`src/rtl/dot_matrix_pkg.sv`:
```
// Shared state encoding and constants for the row-multiplexed dot-matrix scanner.
// Optional PWM dimming is built when `DOT_MATRIX_DIM_EN is defined.
package dot_matrix_pkg;

  typedef enum logic {
    ST_BLANK = 1'b0,
    ST_SHOW  = 1'b1
  } state_e;

  localparam int PWM_BITS = 4;

  // Wide enough for any practical matrix; the top slices off ROWS bits.
  localparam int                  MAX_ROWS = 64;
  localparam logic [MAX_ROWS-1:0] ROW_OFF  = '1;

  function automatic int max_int(input int a, input int b);
    return (a > b) ? a : b;
  endfunction

endpackage

```
`src/rtl/dot_matrix_fb.sv`:
```
// Double-buffered ROWSxCOLS frame store: back-buffer write port, combinational front read, swap, clear.
// Writes land one cycle later; writes are dropped while the post-reset clear sequencer runs (no stall).
module dot_matrix_fb
  import dot_matrix_pkg::*;
#(
  parameter int ROWS = 8,
  parameter int COLS = 8,
  localparam int RW  = $clog2(ROWS)
) (
  input  logic            clk_i,
  input  logic            rst_i,
  input  logic            wr_en_i,
  input  logic [RW-1:0]   wr_row_i,
  input  logic [COLS-1:0] wr_data_i,
  input  logic [RW-1:0]   rd_row_i,
  output logic [COLS-1:0] rd_data_o,
  input  logic            swap_i,
  output logic            clr_busy_o,
  output logic            clr_last_o
);

  localparam logic [RW:0]   ROWS_W   = ROWS[RW:0];
  localparam logic [RW-1:0] ROW_LAST = RW'(ROWS - 1);

  logic [COLS-1:0] mem_q [2][ROWS];

  logic          front_q,    front_d;
  logic          clr_busy_q, clr_busy_d;
  logic [RW-1:0] clr_idx_q,  clr_idx_d;
  logic          wr_ok;

  assign clr_last_o = clr_busy_q && (clr_idx_q == ROW_LAST);
  assign clr_busy_o = clr_busy_q;
  assign wr_ok      = wr_en_i && !clr_busy_q && ({1'b0, wr_row_i} < ROWS_W);
  assign rd_data_o  = mem_q[front_q][rd_row_i];

  always_comb begin
    front_d    = front_q ^ swap_i;
    clr_busy_d = clr_busy_q && !clr_last_o;
    clr_idx_d  = clr_busy_q ? clr_idx_q + 1'b1 : clr_idx_q;
  end

  always_ff @(posedge clk_i) begin
    if (rst_i) begin
      front_q    <= 1'b0;
      clr_busy_q <= 1'b1;
      clr_idx_q  <= '0;
    end else begin
      front_q    <= front_d;
      clr_busy_q <= clr_busy_d;
      clr_idx_q  <= clr_idx_d;
    end
  end

  // Storage has no reset of its own: the sequencer wipes one row of each buffer per cycle.
  always_ff @(posedge clk_i) begin
    if (!rst_i) begin
      if (clr_busy_q) begin
        mem_q[0][clr_idx_q] <= '0;
        mem_q[1][clr_idx_q] <= '0;
      end else if (wr_ok) begin
        mem_q[!front_q][wr_row_i] <= wr_data_i;
      end
    end
  end

endmodule

```
`src/rtl/dot_matrix_scanner.sv`:
```
// Row-multiplexed LED matrix driver; registered pins change on the edge entering each BLANK/SHOW phase.
// No backpressure: writes/swap requests are always accepted; `DOT_MATRIX_DIM_EN adds brightness PWM.
module dot_matrix_scanner
  import dot_matrix_pkg::*;
#(
  parameter int ROWS  = 8,
  parameter int COLS  = 8,
  parameter int DWELL = 16,
  parameter int BLANK = 1,
  localparam int RW   = $clog2(ROWS)
) (
  input  logic                div_clk_i,
  input  logic                rst_i,
`ifdef DOT_MATRIX_DIM_EN
  input  logic [PWM_BITS-1:0] brightness_i,
`endif
  input  logic                wr_en_i,
  input  logic [RW-1:0]       wr_row_i,
  input  logic [COLS-1:0]     wr_data_i,
  input  logic                swap_req_i,
  output logic                swap_done_o,
  output logic                frame_start_o,
  output logic [ROWS-1:0]     dot_row_o,
  output logic [COLS-1:0]     dot_col_o
);

  localparam int              CW         = $clog2(max_int(BLANK, DWELL) + 1);
  localparam logic [CW-1:0]   BLANK_LAST = CW'(BLANK - 1);
  localparam logic [CW-1:0]   DWELL_LAST = CW'(DWELL - 1);
  localparam logic [RW-1:0]   ROW_LAST   = RW'(ROWS - 1);
  localparam logic [ROWS-1:0] ROWS_OFF   = ROW_OFF[ROWS-1:0];

  state_e          state_q, state_d;
  logic [CW-1:0]   cnt_q, cnt_d;
  logic [RW-1:0]   row_idx_q, row_idx_d;
  logic            swap_pending_q, swap_pending_d;
  logic            swap_done_q, swap_done_d;
  logic            frame_start_q, frame_start_d;
  logic [ROWS-1:0] dot_row_q, dot_row_d;
  logic [COLS-1:0] dot_col_q, dot_col_d;

  logic            show_row;
  logic            swap_now;
  logic            clr_busy;
  logic            clr_last;
  logic [COLS-1:0] front_row;

`ifdef DOT_MATRIX_DIM_EN
  logic [PWM_BITS-1:0] phase_q, phase_d;
  logic [PWM_BITS-1:0] bright_q, bright_d;
`endif

  dot_matrix_fb #(
    .ROWS (ROWS),
    .COLS (COLS)
  ) u_fb (
    .clk_i      (div_clk_i),
    .rst_i      (rst_i),
    .wr_en_i    (wr_en_i),
    .wr_row_i   (wr_row_i),
    .wr_data_i  (wr_data_i),
    .rd_row_i   (row_idx_q),
    .rd_data_o  (front_row),
    .swap_i     (swap_now),
    .clr_busy_o (clr_busy),
    .clr_last_o (clr_last)
  );

  always_comb begin
    state_d        = state_q;
    cnt_d          = cnt_q;
    row_idx_d      = row_idx_q;
    swap_pending_d = swap_pending_q | swap_req_i;
    swap_done_d    = 1'b0;
    frame_start_d  = 1'b0;
    swap_now       = 1'b0;
    show_row       = 1'b0;
    dot_row_d      = ROWS_OFF;
    dot_col_d      = '0;
`ifdef DOT_MATRIX_DIM_EN
    phase_d        = '0;
    bright_d       = bright_q;
`endif

    if (clr_busy) begin
      // Scan is parked until the frame store is clean; its first BLANK starts on the last clear cycle.
      state_d       = ST_BLANK;
      cnt_d         = '0;
      row_idx_d     = '0;
      frame_start_d = clr_last;
    end else begin
      case (state_q)
        ST_BLANK: begin
          if (cnt_q == BLANK_LAST) begin
            state_d  = ST_SHOW;
            cnt_d    = '0;
            show_row = 1'b1;
          end else begin
            cnt_d = cnt_q + 1'b1;
          end
        end
        ST_SHOW: begin
          if (cnt_q == DWELL_LAST) begin
            state_d = ST_BLANK;
            cnt_d   = '0;
            if (row_idx_q == ROW_LAST) begin
              row_idx_d     = '0;
              frame_start_d = 1'b1;
              if (swap_pending_d) begin
                swap_now       = 1'b1;
                swap_done_d    = 1'b1;
                swap_pending_d = 1'b0;
              end
            end else begin
              row_idx_d = row_idx_q + 1'b1;
            end
          end else begin
            cnt_d    = cnt_q + 1'b1;
            show_row = 1'b1;
`ifdef DOT_MATRIX_DIM_EN
            phase_d  = phase_q + 1'b1;
`endif
          end
        end
        default: state_d = ST_BLANK;
      endcase
    end

`ifdef DOT_MATRIX_DIM_EN
    if (frame_start_d) begin
      bright_d = brightness_i;
    end
`endif

    if (show_row) begin
      dot_row_d[row_idx_q] = 1'b0;
      dot_col_d            = front_row;
`ifdef DOT_MATRIX_DIM_EN
      if (phase_d > bright_q) begin
        dot_col_d = '0;
      end
`endif
    end
  end

  always_ff @(posedge div_clk_i) begin
    if (rst_i) begin
      state_q        <= ST_BLANK;
      cnt_q          <= '0;
      row_idx_q      <= '0;
      swap_pending_q <= 1'b0;
      swap_done_q    <= 1'b0;
      frame_start_q  <= 1'b0;
      dot_row_q      <= ROWS_OFF;
      dot_col_q      <= '0;
`ifdef DOT_MATRIX_DIM_EN
      phase_q        <= '0;
      bright_q       <= '1;
`endif
    end else begin
      state_q        <= state_d;
      cnt_q          <= cnt_d;
      row_idx_q      <= row_idx_d;
      swap_pending_q <= swap_pending_d;
      swap_done_q    <= swap_done_d;
      frame_start_q  <= frame_start_d;
      dot_row_q      <= dot_row_d;
      dot_col_q      <= dot_col_d;
`ifdef DOT_MATRIX_DIM_EN
      phase_q        <= phase_d;
      bright_q       <= bright_d;
`endif
    end
  end

  assign swap_done_o   = swap_done_q;
  assign frame_start_o = frame_start_q;
  assign dot_row_o     = dot_row_q;
  assign dot_col_o     = dot_col_q;

endmodule

```
`config.mk`:
```
export PLATFORM = sky130hd
export DESIGN_NAME = dot_matrix_scanner
export DESIGN_NICKNAME = d
export VERILOG_FILES = /design/src/rtl/dot_matrix_pkg.sv /design/src/rtl/dot_matrix_fb.sv /design/src/rtl/dot_matrix_scanner.sv
export SDC_FILE = /design/constraint.sdc
export NUM_CORES = 1
export LEC_CHECK = 0
export BUFFER_PORTS_ARGS = -buffer_cell sky130_fd_sc_hd__buf_2
export CORE_UTILIZATION = 55
export CTS_CLUSTER_DIAMETER = 40
export DETAILED_ROUTE_END_ITERATION = 10
export PLACE_DENSITY = 0.84
export REMOVE_ABC_BUFFERS = 1
export SKIP_CTS_REPAIR_TIMING = 1
export SLEW_MARGIN = 20
export SYNTH_ARGS = -nofsm -noshare
export SYNTH_HDL_FRONTEND = slang
export SYNTH_SLANG_ARGS = --single-unit
```
`constraint.sdc`:
```
create_clock -name div_clk_i -period 2.31 [get_ports div_clk_i]
set_clock_uncertainty 0.1 [all_clocks]
set_input_delay 0.1155 -clock div_clk_i [delete_from_list [all_inputs] [get_ports div_clk_i]]
set_output_delay 0.1155 -clock div_clk_i [all_outputs]
set_load 0.02 [all_outputs]
```
==> results of run 1 <==
==> power by group through the flow <==
stage / Sequential (uW) / Clock [uW] / Combinational (uW)
2_1_floorplan: 3250 / 0 / 84.9
3_3_place_gp: 3250 / 0 / 174
3_5_place_dp: 3260 / 0 / 181
4_1_cts: 3200 / 2700 / 185
5_1_grt: 3200 / 2820 / 201
6_report: 3200 / 2680 / 187
==> cell families after synthesis <==
| kind of cell | synth area share [%] |
|---|---|
| flip-flops | 63.2 |
| AO/OA/AOI/OAI | 2.67 |
| buffers and inverters | 1.67 |
| multiplexers | 13.0 |
| AND/OR/NAND/NOR | 17.4 |
| adder cells (fa/ha/maj) | 1.58 |
| XOR/XNOR | 0.492 |
==> worst max-delay path by stage <==
stage / from / endpoint / slack, ns
floorplan: u_fb.front_q / u_fb.mem_q[0][10] / -0.78
global placement: cnt_q[0] / dot_row_o[0] / 0.18
detailed placement: cnt_q[0] / dot_row_o[0] / 0.11
CTS: cnt_q[0] / dot_col_o[4] / 0.07
global route: cnt_q[0] / dot_col_o[4] / 0.03
finish: u_fb.clr_busy_o / u_fb.mem_q[1][10] / 0.14
==> stage by stage <==
step | hold WS, ns | instances
6_report | 0.111 | 739
2_1_floorplan | 0.0879 | 473
3_3_place_gp | 0.291 | 705
4_1_cts | -0.141 | 737
3_5_place_dp | 0.295 | 705
5_1_grt | 0.113 | 739
==> sequential cells by signal (all words and copies together) (netlist names) <==
register         flops
u_fb.mem_q         128
u_fb.front_q         1
swap_pending_q       1
cnt_q                5
dot_col_o            8
dot_row_o            8
frame_start_o        1
u_fb.clr_busy_o      1
u_fb.clr_idx_q       3
state_q              1
swap_done_o          1
row_idx_q            3
==> worst max-delay path, delay by kind of cell (launching register included) <==
kind,cells,cell delay (ns)
AND/OR/NAND/NOR,2,0.37
AO/OA/AOI/OAI,1,0.48
flip-flops,1,0.54
buffers and inverters,2,0.30
==> final cells by class <==
class                      instances  share of cell area [%]
clock inverter                     7                   0.532
multi-input combinational        306                    30.5
tap                              172                    2.62
sequential                       161                    54.8
timing repair buffer              62                    4.90
clock buffer                      25                    6.43
inverter                           6                   0.274
==> cells in the mapped netlist, types with 2 or more instances <==
cell	number
mux2i_1	18
inv_1	5
a21o_1	6
or2_1	2
or3_1	2
and2_1	129
o21ai_1	10
nor2_1	25
nand2b_1	3
edfxtp_1	128
nor3b_1	5
and3_1	2
o22ai_1	8
ha_1	9
nor3_1	10
xnor2_1	3
buf_2	8
dfxtp_1	33
clkbuf_1	14
nand2_1	14
nand3_1	7
a21oi_1	6
mux4_2	32
nor2b_1	5
==> per-layer routing <==
metal,GRT usage (%),routed length [um]
met5,0,0
met4,8.63,278
met3,4.76,1060
met2,39.6,7580
met1,32.6,6100
==> summary.txt, run 1 <==
Place
  – Post-DP HPWL: 9.83 mm
  – PortBufs: 32
  – Cell Area, Placed: 7620 sq um
  – Post-Place Setup Slack: 0.107 ns
  – Gpl congestion: 0.841

Worst hold path
  – Worst hold endpoint: u_fb.mem_q[1][41]
  – Worst Hold Depth: 2
  – Hold crit path type: input port to flip-flop
  – Hold Crit Start: wr_data_i[1]

Setup path
  – Worst path slowest cell: dfxtp_1
  – Crit-path cells: inv_2 > nor3_1 > buf_4 > nand3_1 > o21ai_1
  – CP endpoint kind: flip-flop
  – WS Path Type: flip-flop to flip-flop
  – Worst r2r src: u_fb.clr_busy_o
  – CP startpoint kind: flip-flop
  – R2R depth: 5
  – CP peak stage delay: 0.54 ns
  – Worst EP required: 2.25 ns
  – Critical R2R Capture: u_fb.mem_q[1][10]
  – Crit Path Max Fanout: 8
  – Flop2flop setup slack: 0.14 ns
  – Data arrival, critical path: 2.11 ns

Yosys
  – Post-synth EDFFs: 128
  – Post-synth top area share: 54.0%
  – #FFs+latches synth: 161
  – Yosys warns: 0
  – Mapped Area: 7120 sq um
  – Synth Instances: 496
  – Syn_area_per_cell: 14.4 sq um
  – Top post-synthesis cells by area: edfxtp_1 54%, and2_1 11%, mux4_2 10%
  – Distinct cell type count after synthesis: 36
  – Register area share after synthesis: 63.2%
  – Cell taking the most area after synthesis: edfxtp_1
  – Asr flop ratio synth: 0%
  – Most common flop cell mapped by yosys: edfxtp_1

Final layout
  – Register area: 4510 sq um
  – Most common cell after layout, fill and taps aside: and2_1
  – Commonest cells after routing, fill and taps aside: 129 x and2_1, 128 x edfxtp_1, 32 x mux4_2, 32 x dfxtp_1, 32 x buf_2
  – Fraction of layout cells with a size suffix above 1: 22.8%
  – Fill cell total of the finished layout: 855
  – ANT cells: 0
  – Layout Utilization: 65.2%
  – # nets final: 578
  – Area Growth Syn to Fin: 15.5%
  – Area of the multi-input gates: 2510 sq um
  – Final Cell Area: 8230 sq um

Global routing
  – Vias in the first global route: 4,150
  – Tot GR Track Use: 24.3%
  – Antenna violations before repair: 0
  – Largest net degree at the start of global routing: 41
  – First-pass GRT wire length: 23.0 mm
  – Grt ovf: 0

STA
  – Fmax: 0.462 GHz
  – Setup TNS: 0 ns
  – Final WS setup: 0.145 ns
  – Unrepaired setup endpoints after global routing: false
  – Final min period: 2.17 ns
  – Fin. Hold Viols: 0
  – Count of final setup violators: 0
  – Slew Limit Fails: 0
  – Period Utilization, post-route: 93.7%
  – Worst Tran Pin Value: 0.847 ns
  – Slew Limit Headroom: 43.2%

Power and ir drop
  – Internal power: 4830 uW
  – Sequential power share: 52.7%
  – Max VDD drop: 0.549 mV
  – Psw: 1240 uW
  – Clock network power share: 44.2%
  – Pwr Density: 738 nW/um^2
  – Comb pwr share: 3.1%
  – Final Power: 6070 uW
  – Lkg Pwr: 0.00294 uW
  – Sw Share: 20.4%

Route
  – Routed length per instance: 20.3 um
  – Via Count: 4,254
  – DRC violations left: 0
  – Vias per std cell: 5.76
  – DRC marker count from the first detailed-route iteration: 425
  – Final antenna-violating net count: 0
  – First-pass DRT Iterations: 7
  – Final WL: 15.0 mm

Status
  – Status: finished clean

Clocking
  – Clock buffer count from CTS: 17
  – H-tree depth reported by CTS: 4
  – Clock root cell: clkbuf_16
  – Clk buf depth: 2
  – Skew-Pair Late Insertion Delay: 0.42 ns
  – Reg clk slew, reported paths: 0.06 ns
  – Clock Sink Count: 161
  – CTS tree: yes

Floorplanning
  – Die area: 13,400 sq um
  – Height of the die: 116 um
  – Initial Util: 56.4%
  – Core Region: 12,600 sq um
  – Io pins: 33
  – Width of the chip: 116 um
  – Num rows: 41

Job
  – Max cap viols: 0
Note: power is estimated with default switching activity, not from simulation.
==> run 2: changes to the inputs <==
--- a/config.mk
+++ b/config.mk
@@ -6,10 +6,11 @@
 export NUM_CORES = 1
 export LEC_CHECK = 0
 export BUFFER_PORTS_ARGS = -buffer_cell sky130_fd_sc_hd__buf_2
-export CORE_UTILIZATION = 55
+export CORE_UTILIZATION = 57
+export CTS_BUF_LIST = sky130_fd_sc_hd__clkbuf_2 sky130_fd_sc_hd__clkbuf_4 sky130_fd_sc_hd__clkbuf_8
 export CTS_CLUSTER_DIAMETER = 40
 export DETAILED_ROUTE_END_ITERATION = 10
-export PLACE_DENSITY = 0.84
+export PLACE_DENSITY = 0.87
 export REMOVE_ABC_BUFFERS = 1
 export SKIP_CTS_REPAIR_TIMING = 1
 export SLEW_MARGIN = 20
==> summary.txt, run 2 (same netlist as run 1, synthesis figures left out) <==
Clocking
  – Skew-Pair Late Insertion Delay: 0.44 ns (+0.02 ns)
  – Clk buf depth: 2 (unchanged)
  – Reg clk slew, reported paths: 0.08 ns (+0.02 ns)
  – CTS tree: yes
  – Clock buffer count from CTS: 17 (unchanged)
  – Clock root cell: clkbuf_8
  – Clock Sink Count: 161 (unchanged)
  – H-tree depth reported by CTS: 4 (unchanged)

STA
  – Worst Tran Pin Value: 0.579 ns (-0.268 ns)
  – Final min period: 2.15 ns (-0.0112 ns)
  – Fmax: 0.464 GHz (+0.52%)
  – Fin. Hold Viols: 0 (unchanged)
  – Period Utilization, post-route: 93.2% (-0.49 points)
  – Final WS setup: 0.156 ns (+0.0112 ns)
  – Slew Limit Fails: 0 (unchanged)
  – Slew Limit Headroom: 61.2% (+18 points)
  – Count of final setup violators: 0 (unchanged)
  – Unrepaired setup endpoints after global routing: false

Global routing
  – First-pass GRT wire length: 23.3 mm (+1.4%)
  – Largest net degree at the start of global routing: 41 (unchanged)
  – Grt ovf: 0 (unchanged)
  – Antenna violations before repair: 0 (unchanged)
  – Tot GR Track Use: 25.4% (+1.1 points)
  – Vias in the first global route: 4,280 (+3.1%)

Final layout
  – Max reg flops: 128 (unchanged)
  – Area Growth Syn to Fin: 12.4%
  – Layout Utilization: 66.1% (+0.89 points)
  – Final std cells w/o fill: 732 (-0.95%)
  – Most common cell after layout, fill and taps aside: and2_1
  – # nets final: 575 (-0.52%)
  – Commonest cells after routing, fill and taps aside: 129 x and2_1, 128 x edfxtp_1, 32 x mux4_2, 32 x dfxtp_1, 32 x buf_2
  – Fraction of layout cells with a size suffix above 1: 22.0% (-0.77 points)
  – Top reg by flops: u_fb.mem_q
  – ANT cells: 0 (unchanged)

Place
  – Post-Place Setup Slack: 0.0915 ns (-0.0156 ns)
  – Post-DP HPWL: 10.2 mm (+3.7%)
  – Gpl congestion: 0.893 (+6.2%)
  – PortBufs: 32 (unchanged)
  – # placed instances: 698 (-0.99%)

Floorplanning
  – Num rows: 40 (-2.4%)
  – Io pins: 33 (unchanged)
  – Die area: 12,900 sq um (-3.4%)
  – Core Region: 12,100 sq um (-4.0%)
  – Width of the chip: 114 um (-1.7%)
  – Initial Util: 58.8% (+2.4 points)
  – Height of the die: 114 um (-1.7%)

Setup path
  – Worst r2r src: cnt_q[0]
  – WS Path Type: flip-flop to flip-flop
  – CP startpoint kind: flip-flop
  – Worst EP required: 2.57 ns (+0.32 ns)
  – Crit Path Max Fanout: 8 (unchanged)
  – CP endpoint kind: flip-flop
  – Data arrival, critical path: 2.41 ns (+0.30 ns)
  – CP startpoint: cnt_q[0]

Route
  – DRC violations left: 0 (unchanged)
  – Final antenna-violating net count: 0 (unchanged)
  – Met1 Wirelength: 6.00 mm (-1.7%)
  – Via Count: 4,190 (-1.5%)
  – DRC marker count from the first detailed-route iteration: 363 (-15%)
  – Met3 WL: 1.19 mm (+12%)
  – Met2 wire len: 7.55 mm (-0.29%)
  – Vias per std cell: 5.72 (-0.56%)
  – First-pass DRT Iterations: 4 (-3)
  – Final WL: 14.9 mm (-0.51%)
  – Max layer used: met4
  – Routed length per instance: 20.4 um (+0.45%)

Power and ir drop
  – Pwr Density: 664 nW/um^2 (-10%)
  – Lkg Pwr: 0.00281 uW (-4.3%)
  – Max VDD drop: 0.403 mV (-27%)

Job
  – Max cap viols: 0 (unchanged)

Status
  – Status: finished clean

Worst hold path
  – Hold crit path type: input port to flip-flop
  – Hold Crit Start: wr_data_i[6]
run 2: changes by cell type in the layout (fill, tap and decap cells not counted), sizes merged:
cell      before  now
clkinv         5    8
buf           60   57
clkinvlp       0    4
bufinv         0    2
inv            8    6
clkbuf        25   18
run 2: worst paths after layout:
path,endpoint,slack (ns),cells after the start
worst min-delay path,u_fb.mem_q[1][62],0.08,2
worst min register to register,cnt_q[0],0.41,1
worst max-delay path,dot_col_o[1],0.16,8
worst max register to register,dot_col_o[1],0.16,8
run 2: layout make-up:
class	instances	area [sq um]
inverters	6	22.5
repair buffers	59	393
clock buffers	18	241
flip-flops and latches	161	4510
well taps	168	210
fillers	858	4110
multi-input cells	306	2510
clock inverters	14	123
run 2: power by group:
group | leakage, uW | internal (uW) | total [uW] | switching, uW
Sequential | 0.00144 | 3170 | 3190 | 25.4
Combinational | 0.00120 | 62.2 | 187 | 125
Clock | 0.000173 | 943 | 1930 | 988
run 2: layer usage:
layer / global-route usage [%] / vias to the layer above
met2: 41.3 / 171
met1: 33.9 / 2086
met5: 0 / -
li1: - / 1922
met4: 8.57 / 0
met3: 6.16 / 11
run 2: through the flow:
| stage | hold WS (ns) | power, uW | TNS (ns) | area (sq um) |
|---|---|---|---|---|
| after floorplan | 0.0879 | 3330 | -109.77 | 7030 |
| after global placement | 0.346 | 3430 | 0 | 7610 |
| after detailed placement | 0.361 | 3440 | 0 | 7610 |
| after CTS | -0.120 | 5340 | 0 | 7970 |
| after global routing | 0.0782 | 5470 | 0 | 8000 |
| final | 0.0763 | 5310 | 0 | 8000 |
run 2: worst max-delay path, stage by stage (launching register included):
cell	delay (ns)
dfxtp_1	0.34
ha_1	0.23
and3_1	0.23
ha_2	0.22
nor4b_2	0.25
a21oi_1	0.10
or2_1	0.24
buf_4	0.16
o22ai_1	0.20
==> run 3: changes to the inputs <==
==> constraint.sdc (replaced) <==
create_clock -name div_clk_i -period 2.31 [get_ports div_clk_i]
set_clock_uncertainty 0.1 [all_clocks]
set_input_delay 0 -clock div_clk_i [delete_from_list [all_inputs] [get_ports div_clk_i]]
set_output_delay 0 -clock div_clk_i [all_outputs]
set_load 0.02 [all_outputs]
==> summary.txt, run 3 (same netlist as run 1, synthesis figures left out) <==
Global routing
  – Grt ovf: 0 (unchanged)
  – Largest net degree at the start of global routing: 41 (unchanged)
  – Vias in the first global route: 4,280 (unchanged)
  – Antenna violations before repair: 0 (unchanged)
  – Tot GR Track Use: 25.4% (unchanged)
  – First-pass GRT wire length: 23.3 mm (unchanged)

Power and ir drop
  – Lkg Pwr: 0.00284 uW (+0.89%)
  – Max VDD drop: 0.404 mV (+0.49%)
  – Pwr Density: 660 nW/um^2 (-0.52%)

Place
  – Gpl congestion: 0.893 (unchanged)
  – Post-DP HPWL: 10.2 mm (unchanged)
  – PortBufs: 32 (unchanged)

STA
  – Worst Tran Pin Value: 0.571 ns (-0.00837 ns)
  – Period Utilization, post-route: 92.9% (-0.36 points)
  – Fmax: 0.466 GHz (+0.39%)
  – Final min period: 2.15 ns (-0.00839 ns)
  – Count of final setup violators: 0 (unchanged)
  – Slew Limit Headroom: 61.8% (+0.56 points)
  – Unrepaired setup endpoints after global routing: false
  – Slew Limit Fails: 0 (unchanged)
  – Setup TNS: 0 ns (unchanged)
  – Fin. Hold Viols: 0 (unchanged)

Final layout
  – Most common cell after layout, fill and taps aside: and2_1
  – # nets final: 581 (+1.0%)
  – Top reg by flops: u_fb.mem_q
  – Commonest cells after routing, fill and taps aside: 129 x and2_1, 128 x edfxtp_1, 32 x mux4_2, 32 x dfxtp_1, 32 x buf_2
  – Fraction of layout cells with a size suffix above 1: 21.8% (-0.23 points)
  – Layout Utilization: 66.6% (+0.50 points)
  – Max reg flops: 128 (unchanged)
  – ANT cells: 0 (unchanged)
  – Area Growth Syn to Fin: 13.2%

Clocking
  – H-tree depth reported by CTS: 4 (unchanged)
  – Reg clk slew, reported paths: 0.08 ns (about the same)
  – Clk buf depth: 2 (unchanged)
  – Clock Sink Count: 161 (unchanged)
  – Skew-Pair Late Insertion Delay: 0.45 ns (about the same)
  – Clock buffer count from CTS: 17 (unchanged)
  – Clock root cell: clkbuf_8
  – CTS tree: yes

Setup path
  – Worst EP required: 2.57 ns (about the same)
  – R2R depth: 8 (unchanged)
  – CP endpoint kind: flip-flop
  – Flop2flop setup slack: 0.16 ns (about the same)
  – WS Path Type: flip-flop to flip-flop
  – Data arrival, critical path: 2.40 ns (about the same)
  – CP startpoint kind: flip-flop
  – Crit Path Max Fanout: 8 (unchanged)

Floorplanning
  – Io pins: 33 (unchanged)
  – Core Region: 12,100 sq um (unchanged)
  – Die area: 12,900 sq um (unchanged)
  – Num rows: 40 (unchanged)
  – Initial Util: 58.8% (unchanged)
  – Width of the chip: 114 um (unchanged)
  – Height of the die: 114 um (unchanged)

Worst hold path
  – Hold crit path type: input port to flip-flop
  – Worst Hold Depth: 2 (unchanged)

Route
  – Vias per std cell: 5.74 (+0.25%)
  – DRC violations left: 0 (unchanged)
  – First-pass DRT Iterations: 4 (unchanged)
  – Final WL: 15.1 mm (+0.73%)
  – DRC marker count from the first detailed-route iteration: 385 (+6.1%)
  – Routed length per instance: 20.4 um (about the same)
  – Via Count: 4,235 (+1.1%)
  – Final antenna-violating net count: 0 (unchanged)

Job
  – Max cap viols: 0 (unchanged)

Status
  – Status: finished clean
run 3: changes by cell type in the layout (fill, tap and decap cells not counted), sizes merged:
| cell | change |
|---|---|
| dlygate4sd3 | +6 |
run 3: final timing paths:
path                              startpoint               end
worst max-delay path                cnt_q[0]      dot_col_o[1]
worst min register to register      cnt_q[0]          cnt_q[0]
worst max register to register      cnt_q[0]      dot_col_o[1]
worst min-delay path            wr_data_i[7]  u_fb.mem_q[1][7]
run 3: layout make-up:
type,count,area [sq um]
Clock buffer,18,241
Inverter,6,22.5
Sequential cell,161,4510
Tap cell,168,210
Fill cell,853,4050
Timing Repair Buffer,65,453
Clock inverter,14,123
Multi-Input combinational cell,306,2510
run 3: per-layer routing:
layer  global-route usage (%)  vias to the layer above  part of all wire (%)
met2                     41.3                      205                    50
met4                     8.57                        0                   1.6
met5                        0                        -                     0
met3                     6.16                       15                   8.7
li1                         -                     1939                     -
met1                     33.9                     2076                    40
run 3: worst max-delay path: stages (launching register included):
cell and delay, ns:
dfxtp_1 0.34, ha_1 0.23, and3_1 0.22, ha_2 0.22, nor4b_2 0.25, a21oi_1 0.10, or2_1 0.24, buf_4 0.16
o22ai_1 0.20
run 3: power by group:
part | total (uW) | switching [uW] | internal, uW
sequential | 3190 | 25.4 | 3170
clock | 1930 | 991 | 943
combinational | 196 | 127 | 68.8
run 3: metrics by stage:
step | cell area (sq um) | power (uW) | std cells | hold WS [ns] | setup WS, ns
4_1_cts | 7970 | 5340 | 730 | -0.235 | 0.0611
2_1_floorplan | 7030 | 3330 | 473 | -0.0276 | -0.777
6_report | 8060 | 5320 | 738 | 0.00571 | 0.165
3_3_place_gp | 7610 | 3430 | 698 | 0.230 | 0.145
5_1_grt | 8060 | 5480 | 738 | 0.00287 | 0.0286
3_5_place_dp | 7610 | 3440 | 698 | 0.246 | 0.0915
